--- src/rtl/adder_result_collector.sv ---
// -----------------------------------------------------------------------------
// adder_result_collector
//
// Collects results from a fixed-latency, non-stallable 64-bit adder pipeline.
// A valid bit travels alongside each operand pair. When that bit reaches the
// end of the pipeline, the adder's {carry, sum} is captured into a small
// result FIFO.
//
// If the FIFO is full when a result arrives and nothing is popped at the same
// edge, the result is dropped. The module then records this in a sticky
// overflow flag and in a saturating drop counter.
//
// Parameters
//   LATENCY     adder depth, in clock edges, from operand sample to result
//   DEPTH       result FIFO entries (power of two, 2..16)
//
// Ports
//   clk         single clock; all state updates on its rising edge
//   reset_n     synchronous, active-low reset
//   issue_valid operand pair presented to the adder this cycle
//   sum_in      adder sum output (64 bits)
//   c_in        adder carry-out
//   out_data    head result {carry, sum}; driven to zero while empty
//   out_valid   FIFO non-empty
//   out_ready   consumer accepts the head when out_valid is high
//   fifo_count  number of entries held
//   overflow    sticky: a result was dropped because the FIFO was full
//   drop_cnt    number of dropped results, saturating at 255
//   clr_ovf     clears overflow and drop_cnt
// -----------------------------------------------------------------------------
module adder_result_collector #(
   parameter int LATENCY = 8,
   parameter int DEPTH   = 4
) (
   input  logic                       clk,
   input  logic                       reset_n,
   input  logic                       issue_valid,
   input  logic [63:0]                sum_in,
   input  logic                       c_in,
   output logic [64:0]                out_data,
   output logic                       out_valid,
   input  logic                       out_ready,
   output logic [$clog2(DEPTH):0]     fifo_count,
   output logic                       overflow,
   output logic [7:0]                 drop_cnt,
   input  logic                       clr_ovf
);

   localparam int PW = $clog2(DEPTH);
   localparam int CW = $clog2(DEPTH) + 1;
   localparam logic [CW-1:0] FULL_CNT = CW'(DEPTH);

   logic [LATENCY-1:0] vpipe;
   logic [64:0]        mem [DEPTH];
   logic [PW-1:0]      wr_ptr;
   logic [PW-1:0]      rd_ptr;
   logic [CW-1:0]      count_q;
   logic               ovf_q;
   logic [7:0]         drop_q;

   logic arrival;
   logic pop;
   logic push;
   logic drop;

   // Valid shadow of the adder pipeline. It never stalls. Reset empties it,
   // so results issued before reset can never be captured after it.
   always_ff @(posedge clk) begin
      if (!reset_n) begin
         vpipe <= '0;
      end else begin
         vpipe[0] <= issue_valid;
         for (int unsigned i = 1; i < LATENCY; i++) begin
            vpipe[i] <= vpipe[i-1];
         end
      end
   end

   // A full FIFO still accepts an arriving result when the head is popped at
   // the same edge.
   always_comb begin
      arrival = vpipe[LATENCY-1];
      pop     = (count_q != '0) && out_ready;
      push    = arrival && ((count_q < FULL_CNT) || pop);
      drop    = arrival && !push;
   end

   // Result storage is not reset; entries are only read while they are valid.
   always_ff @(posedge clk) begin
      if (push) begin
         mem[wr_ptr] <= {c_in, sum_in};
      end
   end

   // DEPTH is a power of two, so the pointers wrap naturally.
   always_ff @(posedge clk) begin
      if (!reset_n) begin
         wr_ptr  <= '0;
         rd_ptr  <= '0;
         count_q <= '0;
      end else begin
         if (push) begin
            wr_ptr <= wr_ptr + PW'(1);
         end
         if (pop) begin
            rd_ptr <= rd_ptr + PW'(1);
         end
         if (push && !pop) begin
            count_q <= count_q + CW'(1);
         end else if (pop && !push) begin
            count_q <= count_q - CW'(1);
         end
      end
   end

   // If a drop and a clear happen at the same edge, the drop wins: the flag
   // stays set and the counter restarts at one.
   always_ff @(posedge clk) begin
      if (!reset_n) begin
         ovf_q  <= 1'b0;
         drop_q <= '0;
      end else if (drop) begin
         ovf_q <= 1'b1;
         if (clr_ovf) begin
            drop_q <= 8'd1;
         end else if (drop_q != '1) begin
            drop_q <= drop_q + 8'd1;
         end
      end else if (clr_ovf) begin
         ovf_q  <= 1'b0;
         drop_q <= '0;
      end
   end

   // The outputs depend only on registered state; out_ready does not reach
   // them combinationally.
   always_comb begin
      out_valid  = (count_q != '0);
      fifo_count = count_q;
      overflow   = ovf_q;
      drop_cnt   = drop_q;
      out_data   = out_valid ? mem[rd_ptr] : '0;
   end

endmodule

--- config.mk ---
export PLATFORM = sky130hd
export DESIGN_NAME = adder_result_collector
export DESIGN_NICKNAME = d
export VERILOG_FILES = /design/src/rtl/adder_result_collector.sv
export SDC_FILE = /design/constraint.sdc
export NUM_CORES = 1
export LEC_CHECK = 0
export ABC_AREA = 1
export CAP_MARGIN = 20
export CORE_ASPECT_RATIO = 1.75
export CORE_MARGIN = 1
export CORE_UTILIZATION = 55
export CTS_BUF_LIST = sky130_fd_sc_hd__clkbuf_16
export CTS_CLUSTER_DIAMETER = 150
export CTS_CLUSTER_SIZE = 12
export DETAILED_ROUTE_END_ITERATION = 16
export GPL_TIMING_DRIVEN = 0
export PLACE_DENSITY = 0.84
export SLEW_MARGIN = 20
export SYNTH_ARGS = -nofsm -noshare
export SYNTH_HDL_FRONTEND = slang
export SYNTH_SLANG_ARGS = --single-unit
--- constraint.sdc ---
create_clock -name clk -period 5.4 [get_ports clk]
set_input_delay 1.08 -clock clk [delete_from_list [all_inputs] [get_ports clk]]
set_output_delay 1.08 -clock clk [all_outputs]
set_load 0.05 [all_outputs]
# --- After elaboration in Yosys (flattened, before gate mapping) ---
# Memory sizes are Yosys's and may differ from the RTL's. A register that Yosys moved wholly into a read port is not among the register bits.
# Index checks and enable logic that the tools add are counted.
op_classes:
  n_addsub: 5
  order_cmp: 1
  mux: 13
  n_reduce_logical: 13
  n_eq_ne: 1
op_table:
  columns: ["op", "count"]
  rows:
  - ["$mux W65", 1]
  - ["$mux W8", 4]
  - ["$add A8 B1 Y8 const B", 1]
  - ["$ne A8 B8 Y1 const B", 1]
  - ["$mux W3", 2]
  - ["$reduce_bool A2 Y1", 3]
  - ["$logic_and A1 B1 Y1", 5]
  - ["$add A2 B1 Y2 const B", 2]
  - ["$mux W1", 4]
  - ["$mux W2", 2]
  - ["$add A3 B1 Y3 const B", 1]
  - ["$lt A3 B3 Y1 const B", 1]
  - ["$reduce_bool A3 Y1", 1]
  - ["$sub A3 B1 Y3 const B", 1]
  - ["$logic_not A1 Y1", 2]
  - ["$reduce_and A2 Y1", 1]
  - ["$logic_or A1 B1 Y1", 1]
totals:
  regBits: 24
  elab_cells: 40
  ramBits: 260
  n_memories: 1
memory_table:
  columns: ["memory", "depth", "width", "rd", "rd_ports_with_merged_regs", "wr", "line", "source"]
  rows:
  - ["mem", 4, 65, 1, 1, 1, "54", "logic [64:0] mem [DEPTH];"]

# --- Logic depth before layout (Yosys ltp) ---
# Gate-level depths: netlist of run 1.
logic_depth:
  ltp_word: 8
  mapped_depth: 12

# --- Worst setup path after synthesis of run 1 ---
# OpenSTA, ideal clock, no wires.
synth_path:
  path_type: "input -> register"
  start: "input out_ready"
  end: "memory mem[0][0], enable pin"
  t_arrival_ps: 4069
  setup_ps: 489
  setup_slack_ps: 843
  n_path_buf: 0
  cell_stages: 4
  path_cell_list: "inv_1 > nand2_1 > nand2_1 > nor2_1"
synth_via:
  elab_chain_cells: 5
synth_rtl:
  columns: ["item", "line", "source"]
  rows:
  - ["start, declared", "42", "input logic out_ready,"]
  - ["$logic_and A1 B1 Y1", "83", "pop = (count_q != '0) && out_ready;"]
  - ["$logic_or A1 B1 Y1", "84", "push = arrival && ((count_q < FULL_CNT) || pop);"]
  - ["$logic_and A1 B1 Y1", "84", null]
  - ["$mux W1", "90", "if (push) begin"]
  - ["$mux W1 (not written as such)", "91", "mem[wr_ptr] <= {c_in, sum_in};"]
  - ["end, declared", "54", null]
# No other way between the ends.

==> run summary, run 1 <==
The run finished with clean final reports. The floorplan step set the die height to 191 µm. The tools report the via count of the first global-routing pass as 7,759.

The most instantiated flip-flop cell in the synthesis netlist was edfxtp_1. The worst path required time came out at 4.32 ns. The area of the multi-input gates was 2490 µm²; the share of cells above drive strength 1 was 8.17%.

For the synthesized instance count, the log shows 921. The part of the Yosys area used for sequential elements was 74.1%; the detailed-route vias per instance was 5.48. By area the synthesized netlist is led by edfxtp_1 69%, nor2_1 9.2%, dfxtp_1 4.6%. The final cycle utilization of the critical path is 70.9%.

Synthesis-to-finish area growth: 24.8%. Number of antenna violations at the first check in global routing: 0. During placement, the flow inserted port buffers numbering 146. The tools report the maximum buffer depth of the clock tree as 3. The synthesized design contains 260 enable-type register cells. In the final routed layout, each cell accounts on average for 18.2 µm.

For this run, the detailed router's first-pass iteration total came to 5. 0 antenna diodes ended up in the layout. The worst setup path is of the flop to primary output kind.

Once detail routing completed, the nets flagged for antenna violations numbered 0. Remaining routing DRC violations: 0. Setup slack closes at 1.57 ns. Of the total power, the share spent switching nets is 41.9%.

In this run the static leakage power is 4.95 nW. The number of top-level pins came out at 148. The layout has 1,349 filler cells.

For the net count of the finished layout, the log shows 1,183. In the post-synthesis netlist, the cell with the most instances is nor2_1. Via total after detailed routing: 7,518. The startpoint identified for the worst hold timing path is vpipe[1]. In this run, post-CTS repair resized a total of 0 instances. The clock sink count was 286.

The run gives 0.261 GHz as the upper clock frequency limit. The run gives 0 ns as the total negative slack. The relative max-transition margin was 44.9%. Critical register-to-register path endpoint: mem[3][51]. Yosys mapped the design onto 28 distinct sky130hd cell types. Root buffer cell: clkbuf_16. The max-capacitance violation count was 0; the area of the core region was 19,900 µm². The worst hold path was traced through 2 stages. The async set-or-reset flop fraction in the synthesized netlist was 0%. Setup repair after global routing left no endpoint under its margin. Counting the buffers created by CTS gives 27. A synthesized cell averages 12.2 µm². The category of the worst setup path launch point was a flop. Entering global routing, the biggest net connects 25 pins.

The logs give 2.75 ns for the data arrival time of the critical path and 0.823 for the weighted congestion reported at the end of routability-driven placement. The cell count of the worst reg-to-reg path came out at 4. For this design the ratio of total power to cell area is 535 nW/µm².

The clock-pin transition on the worst setup and hold timing paths works out to 0.06 ns. The biggest area contributor in the post-synthesis netlist is edfxtp_1. In the global route stage, overall resource usage came out at 24.2%. The number of setup violations in the final report was 0. The post-synthesis net count was 998; the clock tree skew after final layout was 0.0111 ns. The path class of the tightest hold or removal check is flop to flop.

The worst flop-to-flop path startpoint was fifo_count[2]. The sequential cells in the finished layout cover a total of 8330 µm². The placed instances occupy a cell area of 13,300 µm².

For this design, the CTS-stage hold fixing added 0 buffers. Of all nets on the critical path, the largest fanout is 10. Subtracting the final worst setup slack from the clock period gives 3.83 ns. STA classifies the critical path endpoint as a primary output. The fraction of synthesized cell area taken by the top area cell type was 69.4%; the mapped cell area was 11,200 µm². The clock network latency to the later pin of the worst-skew pair was 0.51 ns; the horizontal extent of the die was 110 µm.

The clock network burns 21.7% of the power. The HPWL after detailed placement is 16.7 mm. Combinational cells account for 45.5% of the total power. The worst-case IR drop observed on VDD is 501 µV. The effective utilization at floorplan is 56.5%. The tightest hold path in the finished design has a slack of 0.412 ns.

The total length of routed wires was 25.0 mm. The die covers 21,000 µm². The logs give 2.07 ns for the minimum setup slack after placement and 388 for the initial DRC count. The number of failing hold endpoints at the final stage came out at 0. In this run the core area contains 68 standard-cell rows. The number of buffers inserted by post-CTS setup repair came out at 0. Sequential cells burn 32.8% of the power. The internal power of the cells totals 4.36 mW.

Wire length of the first global-routing pass: 37.8 mm. Destination of the worst hold path: vpipe[2]. The overflow left after global routing was 0; the net switching power figure was 3.15 mW. The number of flip-flops and latches in the synthesized netlist was 286; the number of synthesis warnings was 0. TritonCTS built the clock tree.

The logs give 1 for the number of levels in the clock H-tree and 14,000 µm² for the final instance area. The final count of pins violating max slew is 0, and the measured slew at the worst slew-check pin is 0.824 ns. Setup slack on the worst reg-to-reg path comes out at 3.28 ns. Ranked by instance count, the synthesized netlist is headed by 276 x nor2_1, 260 x edfxtp_1, 76 x a21oi_1, 72 x o21ai_0, 67 x o21ai_1.
## worst max path at each step
stage / from / endpoint
after floorplan: out_ready / mem[0][0]
after global placement: out_ready / mem[1][49]
after detailed placement: out_ready / mem[3][55]
after CTS: flop / out_data[4]
after global routing: flop / out_data[4]
final: flop / out_data[56]
## sequential cells by signal, summed over array words and instances (netlist names), named ones only
name / cells
overflow: 1
vpipe: 8
wr_ptr: 2
drop_cnt: 8
fifo_count: 3
rd_ptr: 2
mem: 260
## metrics by stage
stage / instances / power (mW) / utilization (%)
after floorplan: 921 / 4.75 / -
after global placement: 1312 / 5.89 / 65.4
final: 1371 / 7.50 / 70.5
after global routing: 1371 / 7.80 / 70.5
after CTS: 1371 / 7.53 / 70.5
after detailed placement: 1322 / 5.93 / 66.7
## logic make-up (layout without fill, tap and decap cells)
group | after synthesis | after routing | synth area share, %
xor+xnor | 3 | 3 | 0.234
buf+inv | 85 | 290 | 4.03
compound gates | 218 | 218 | 9.75
flops | 286 | 286 | 74.1
fa+ha+maj | 7 | 7 | 0.846
simple gates | 322 | 322 | 11.1
## routing by layer
metal | up-vias | wire length, µm | GRT usage, %
met5 | - | 0 | 0
met4 | 0 | 714 | 10.7
met3 | 56 | 1790 | 4.47
met2 | 292 | 14000 | 45.4
met1 | 3575 | 8540 | 25.4
li1 | 3595 | - | -
## critical path, cell delays in order (launching register included)
cell             delay (ns)
dfxtp_1                0.31
buf_6                  0.13
inv_2                  0.06
buf_4                  0.18
clkbuf_2               0.26
o21ai_0                0.13
a21oi_1                0.28
clkdlybuf4s50_1        0.87
## layout make-up
class / instances / area share (%)
repair buffers: 156 / 12.1
plain buffers: 52 / 2.34
inverters: 33 / 0.882
clock inverters: 22 / 0.588
clock buffers: 27 / 4.81
multi-input cells: 550 / 17.8
flip-flops and latches: 286 / 59.3
well taps: 245 / 2.18
## cells in the final DEF, fill, tap and decap left out
cell	Yosys	layout
inv_1	31	52
nand3_2	1	1
o21ai_0	72	72
ha_1	6	6
clkbuf_1	7	7
nand2_2	2	2
a21oi_1	76	76
dfxtp_1	26	26
buf_12	0	5
clkdlybuf4s50_1	0	146
buf_16	0	5
buf_2	19	19
clkinv_1	0	1
buf_1	1	1
nor2_4	1	5
inv_2	2	2
a31oi_1	1	1
nand4_1	2	2
nor3_2	1	1
nand3_1	7	7
buf_4	5	5
nand2_1	32	32
o22ai_1	1	1
buf_8	1	1
buf_6	9	9
edfxtp_1	260	260
clkbuf_2	10	10
o21bai_1	1	1
o21ai_1	67	67
nor2_1	276	272
xor2_1	3	3
clkbuf_16	0	27
fa_1	1	1
## power groups by stage
stage | clock network [mW] | logic [mW] | registers, mW
after floorplan | 0 | 2.21 | 2.54
after global placement | 0 | 3.39 | 2.50
after detailed placement | 0 | 3.42 | 2.51
after CTS | 1.64 | 3.43 | 2.46
after global routing | 1.72 | 3.61 | 2.46
final | 1.63 | 3.42 | 2.46
Power figures use the tool's default switching activity.
==> inputs of run 2 (changes only) <==
CORE_UTILIZATION = 50   (was 55)
PLACE_DENSITY = 0.8   (was 0.84)
clock period = 3.35 ns   (was 5.4 ns; I/O delays follow)
==> run summary, run 2 (synthesized netlist as in run 1, its figures left out) <==
The floorplan has 72 rows. The logs give 7 for the detailed-router iteration count before antenna repair and 14,200 µm² for the final instance area. Across the VDD grid, the largest voltage drop is 473 µV. The measured slew at the worst slew-check pin is 0.784 ns. Across all register-to-register paths, the minimum setup slack is 1.24 ns.

For the relative max-transition margin, the log shows 47.6%. Once the floorplan was initialized, standard cells occupied 51.0% of the core. The run gives 3 as the maximum buffer depth of the clock tree. The upper clock frequency limit was 0.310 GHz; the clock network latency to the later pin of the worst-skew pair was 0.53 ns. The number of antenna violations at the first check in global routing was 0; the port buffer count was 146. Clock tree skew after final layout: 0.0152 ns. Excluding fillers, the count of instances in the completed layout stands at 1,424. The number of buffers created by CTS is 27, and the overflow left after global routing is 0.

The critical setup path kind is flop to primary output. The via total after detailed routing was 7,492; the max-capacitance violation count was 0. Once placement completed, the tool counted placed cells totaling 1,374. Dividing the detail-routed via count by the number of cells gives 5.26. The detail route stage leaves a number of antenna-violating nets equal to 0. In the layout the commonest cells are 272 x nor2_1, 260 x edfxtp_1, 82 x clkdlybuf4s50_1. The number of levels in the clock H-tree was 1.

The clock sink count came out at 286. The final count of pins violating max slew was 0; the largest net degree at the start of global routing was 24. After floorplanning, the core was sized to cover 22,100 µm². In the routed design, unresolved DRC markers number 0. The data arrival time of the critical path is 2.56 ns. Root buffer cell: clkbuf_16. OpenSTA, run right after detailed placement, puts the worst setup slack at 0.414 ns. The routed design could run at a clock period as short as 3.23 ns.

Detailed placement finished with a half-perimeter wire length of 17.0 mm. The initial DRC count is 479. After routing, the total negative slack on setup checks comes to 0 ns.

Dividing total power by cell area gives a power density of 842 nW/µm². For this design the top-level I/O count stands at 148. The combined global-route utilization of all metal layers is 22.4%, and the final core utilization is 64.3%.

STA classifies the critical path startpoint as a flop. After the last flow step, the layout net total stands at 1,184. The flow ran to the end, and the final reports show no timing, DRC or antenna violations. The share of cells above drive strength 1 came out at 8.51%.

The tightest hold path in the finished design has a slack of 0.420 ns. After detailed routing, the average wire length per cell comes to 18.0 µm. The number of failing hold endpoints at the final stage was 0. The endpoint class of the critical path is a primary output. The path type of the worst min-delay path is flop to flop.

Once routing completed, OpenROAD measured the worst setup slack at 0.121 ns. Of all nets on the critical path, the largest fanout is 10. TritonCTS built the clock tree. The tools report the number of inserted diodes as 0. The via count of the first global-routing pass is 7,562, and the horizontal extent of the die is 115 µm. The wire length of the first global-routing pass came out at 39.1 mm. The final cycle utilization of the critical path works out to 96.4%.

Setup repair after global routing left no endpoint under its margin. Leaving out fill and tap cells, the most frequent cell in the layout is nor2_1. Compared with the post-synthesis result, the final layout area differs by 26.2%. The overall die area was 23,100 µm²; the number of setup violations in the final report was 0. Data on the critical path is required at its endpoint by 2.68 ns.

After clock tree synthesis, the clock-pin slew on the worst setup and hold paths is 0.06 ns. In this run the vertical extent of the chip is 200 µm. The congestion estimate from routability-driven global placement came to 0.852.

After detailed routing, the total wire length is 25.7 mm. mem holds more flip-flops than any other register. The register with the most flip-flops in the layout has 260 of them.

The run gives 13,400 µm² as the total placed instance area. Summed over all cells, the static leakage comes to 5.65 nW. The design draws 12.0 mW.
-- run 2: cell count changes in the layout (fill, tap and decap cells not counted), sizes merged --
cell,delta
clkdlybuf4s50,-64
clkinv,-1
buf,+1
dlymetal6s2s,+38
dlygate4sd2,+26
inv,+2
-- run 2: final timing paths --
check	end	depth (start not counted)	start
worst max-delay path	out_data[63]	7	flop
worst min-delay path	vpipe[4]	2	vpipe[3]
worst max register to register	fifo_count[2]	11	fifo_count[2]
worst min register to register	vpipe[4]	2	vpipe[3]
-- run 2: metal layers --
| metal | GRT usage, % | up-vias | part of all wire (%) |
|---|---|---|---|
| met1 | 23.6 | 3596 | 35 |
| li1 | - | 3592 | - |
| met3 | 4.27 | 42 | 6.9 |
| met2 | 42.9 | 262 | 56 |
| met4 | 8.02 | 0 | 2.3 |
| met5 | 0 | - | 0 |
-- run 2: area by class of cell --
class	count	area, µm²
Multi-Input combinational cell	550	2490
Clock buffer	27	676
Buffer	52	330
Timing Repair Buffer	157	1780
Sequential cell	286	8330
Clock inverter	23	91.3
Fill cell	1626	7880
Inverter	33	124
Tap cell	296	370
-- run 2: timing repair --
action	in CTS	in global routing
gates resized for setup	27	38
setup endpoints to repair	31	38
hold buffers	0	0
buffers inserted	0	0
hold endpoints to repair	0	0
-- run 2: critical path, stage by stage (launching register included) --
cell             delay, ns
dfxtp_1               0.32
buf_6                 0.13
inv_2                 0.07
buf_4                 0.19
clkbuf_2              0.25
o21ai_1               0.11
a21oi_1               0.15
clkdlybuf4s50_1       0.82
-- run 2: where the power goes --
| part | leakage, nW | total [mW] | internal (mW) | switching (mW) |
|---|---|---|---|---|
| registers | 2.55 | 3.97 | 3.92 | 0.0449 |
| logic | 2.65 | 5.35 | 1.48 | 3.87 |
| clock network | 0.453 | 2.64 | 1.45 | 1.19 |
==> inputs of run 3 (changes only) <==
SKIP_CTS_REPAIR_TIMING = 1   (was unset)
==> run summary, run 3 (synthesized netlist as in run 1, its figures left out) <==
The count of nets left with antenna violations once routing finished came out at 0. Summed over all layers, the routed wires come to 25.8 mm. Before antenna repair, the detailed router went through 5 iterations. Setup violations remaining at the end of the flow were counted as 0.

Floorplan die height: 200 µm. The run gives 1,184 as the net count of the finished layout. The run gives 22,100 µm² as the area of the core region.

The tools report the final instance area as 14,300 µm². Clock tree synthesis found a total of 286 sinks. In the layout the commonest cells are 272 x nor2_1, 260 x edfxtp_1, 82 x clkdlybuf4s50_1. Commonest non-fill, non-tap cell in the layout: nor2_1.

148 I/O pins were placed. The final count of pins violating max slew was 0; the final cycle utilization of the critical path was 96.7%. The tools report the overall die area as 23,100 µm². The tools report the category of the worst setup path launch point as a flop. The run gives 472 µV as the peak supply drop. The startpoint identified for the worst register-to-register timing path is fifo_count[2].

The register with the most flip-flops in the layout has 260 of them. The critical-path maximum fanout is 10, and the power per standard cell area is 845 nW/µm². The number of failing hold endpoints at the final stage is 0, and the worst hold slack after final layout is 0.420 ns. The first global-routing pass estimated 39.1 mm of wire. The weighted congestion reported at the end of routability-driven placement is 0.852. Summing all placed instances gives a cell area of 13,400 µm². Half-perimeter wire length of the detailed placement result: 17.0 mm.

The wire length per cell is 18.1 µm, and the port buffer count is 146. The worst path in the final design needs a cycle of 3.24 ns, including I/O delays and setup. In the routed design, unresolved DRC markers number 0. The worst pin sits at a relative slew slack of 47.3%.

Counting the fill cells in the layout gives 1,595. The tools report the clock tree skew after final layout as 0.0107 ns. The initialized floorplan defines 72 standard-cell rows. The area taken by flip-flops and latches came out at 8330 µm². The tools report the endpoint class of the critical path as a primary output.

The tools report the largest net degree at the start of global routing as 24. The floorplan step set the die width to 115 µm. The clock network latency to the later pin of the worst-skew pair is 0.52 ns. The worst hold path terminates at vpipe[4]. For this run, the top clock speed supported by timing is 0.309 GHz.

The measured slew at the worst slew-check pin was 0.788 ns. In this run, CTS created clock tree buffers numbering 27. The effective utilization at floorplan is 51.0%, and the overflow left after global routing is 0. The worst path required time is 2.68 ns. Number of levels in the clock H-tree: 1. The run finished with clean final reports.

The tree is rooted in a clkbuf_16. In this run the static leakage power is 5.96 nW. The share of cells above drive strength 1 is 8.51%.

Counting flops per register, the top entry is mem. The worst setup path is of the flop to primary output kind. The number of antenna violations at the first check in global routing is 0. The detailed-route vias per instance is 5.27, and the area of the multi-input gates is 2490 µm². The repair_antennas step left the layout with diodes totalling 0. Hold path startpoint: vpipe[3]. The register-to-register path setup slack came out at 1.24 ns. The clock-pin transition on the worst setup and hold timing paths was 0.06 ns.

The clock passes through at most 3 buffers. The synthesis-to-finish area growth came out at 27.1%. Across the run, the number of max-cap violations was 0. For the initial DRC count, the log shows 465. TritonCTS built the clock tree. STA puts the critical path data arrival time at 2.57 ns. The endpoint identified for the worst register-to-register timing path is fifo_count[2]. In the global route stage, overall resource usage came out at 22.4%.

The path class of the tightest hold or removal check is flop to flop. The via count of the first global-routing pass was 7,598; the total negative slack was 0 ns. The logs give 12.1 mW for the sum of internal, switching and leakage power and 64.8% for the final core utilization. The number of instances on the worst hold path came out at 2.

The via total after detailed routing was 7,502. The worst register-to-register path has a depth of 11.
==> run 3: critical path, stage by stage, from the launching register on <==
cell and delay [ns]:
dfxtp_1 0.32, buf_6 0.13, inv_2 0.07, buf_4 0.19, clkbuf_2 0.25, o21ai_1 0.10
a21oi_1 0.16, clkdlybuf4s50_1 0.83
==> run 3: worst max-delay path by stage <==
stage / end / cells past startpoint / startpoint
after floorplan: mem[0][0] / 4 / out_ready
after global placement: mem[1][42] / 5 / out_ready
after detailed placement: out_data[28] / 6 / flop
after CTS: out_data[28] / 6 / flop
after global routing: out_data[63] / 7 / flop
final: out_data[63] / 7 / flop
==> run 3: area by class of cell <==
cell class              instances  area share [%]
well taps                     296            2.59
inverters                      33           0.867
repair buffers                157            13.1
clock buffers                  27            4.73
multi-input cells             550            17.5
flip-flops and latches        286            58.3
plain buffers                  52            2.31
clock inverters                23           0.639
==> run 3: routing by layer <==
layer | track usage [%] | part of all wire, % | vias up
li1 | - | - | 3592
met1 | 23.3 | 35 | 3647
met2 | 43.0 | 56 | 226
met3 | 4.51 | 6.6 | 37
met4 | 8.12 | 2.3 | 0
met5 | 0 | 0 | -
==> run 3: through the flow <==
stage	setup slack, ns	instances
2_1_floorplan	-0.797	921
3_3_place_gp	-3.45	1363
3_5_place_dp	0.414	1374
4_1_cts	-0.139	1424
5_1_grt	-0.00884	1424
6_report	0.110	1424
==> run 3: report_power, final <==
part           internal [mW]  switching [mW]
combinational           1.61            3.88
sequential              3.92          0.0446
clock                   1.45            1.18
total                   6.98            5.10
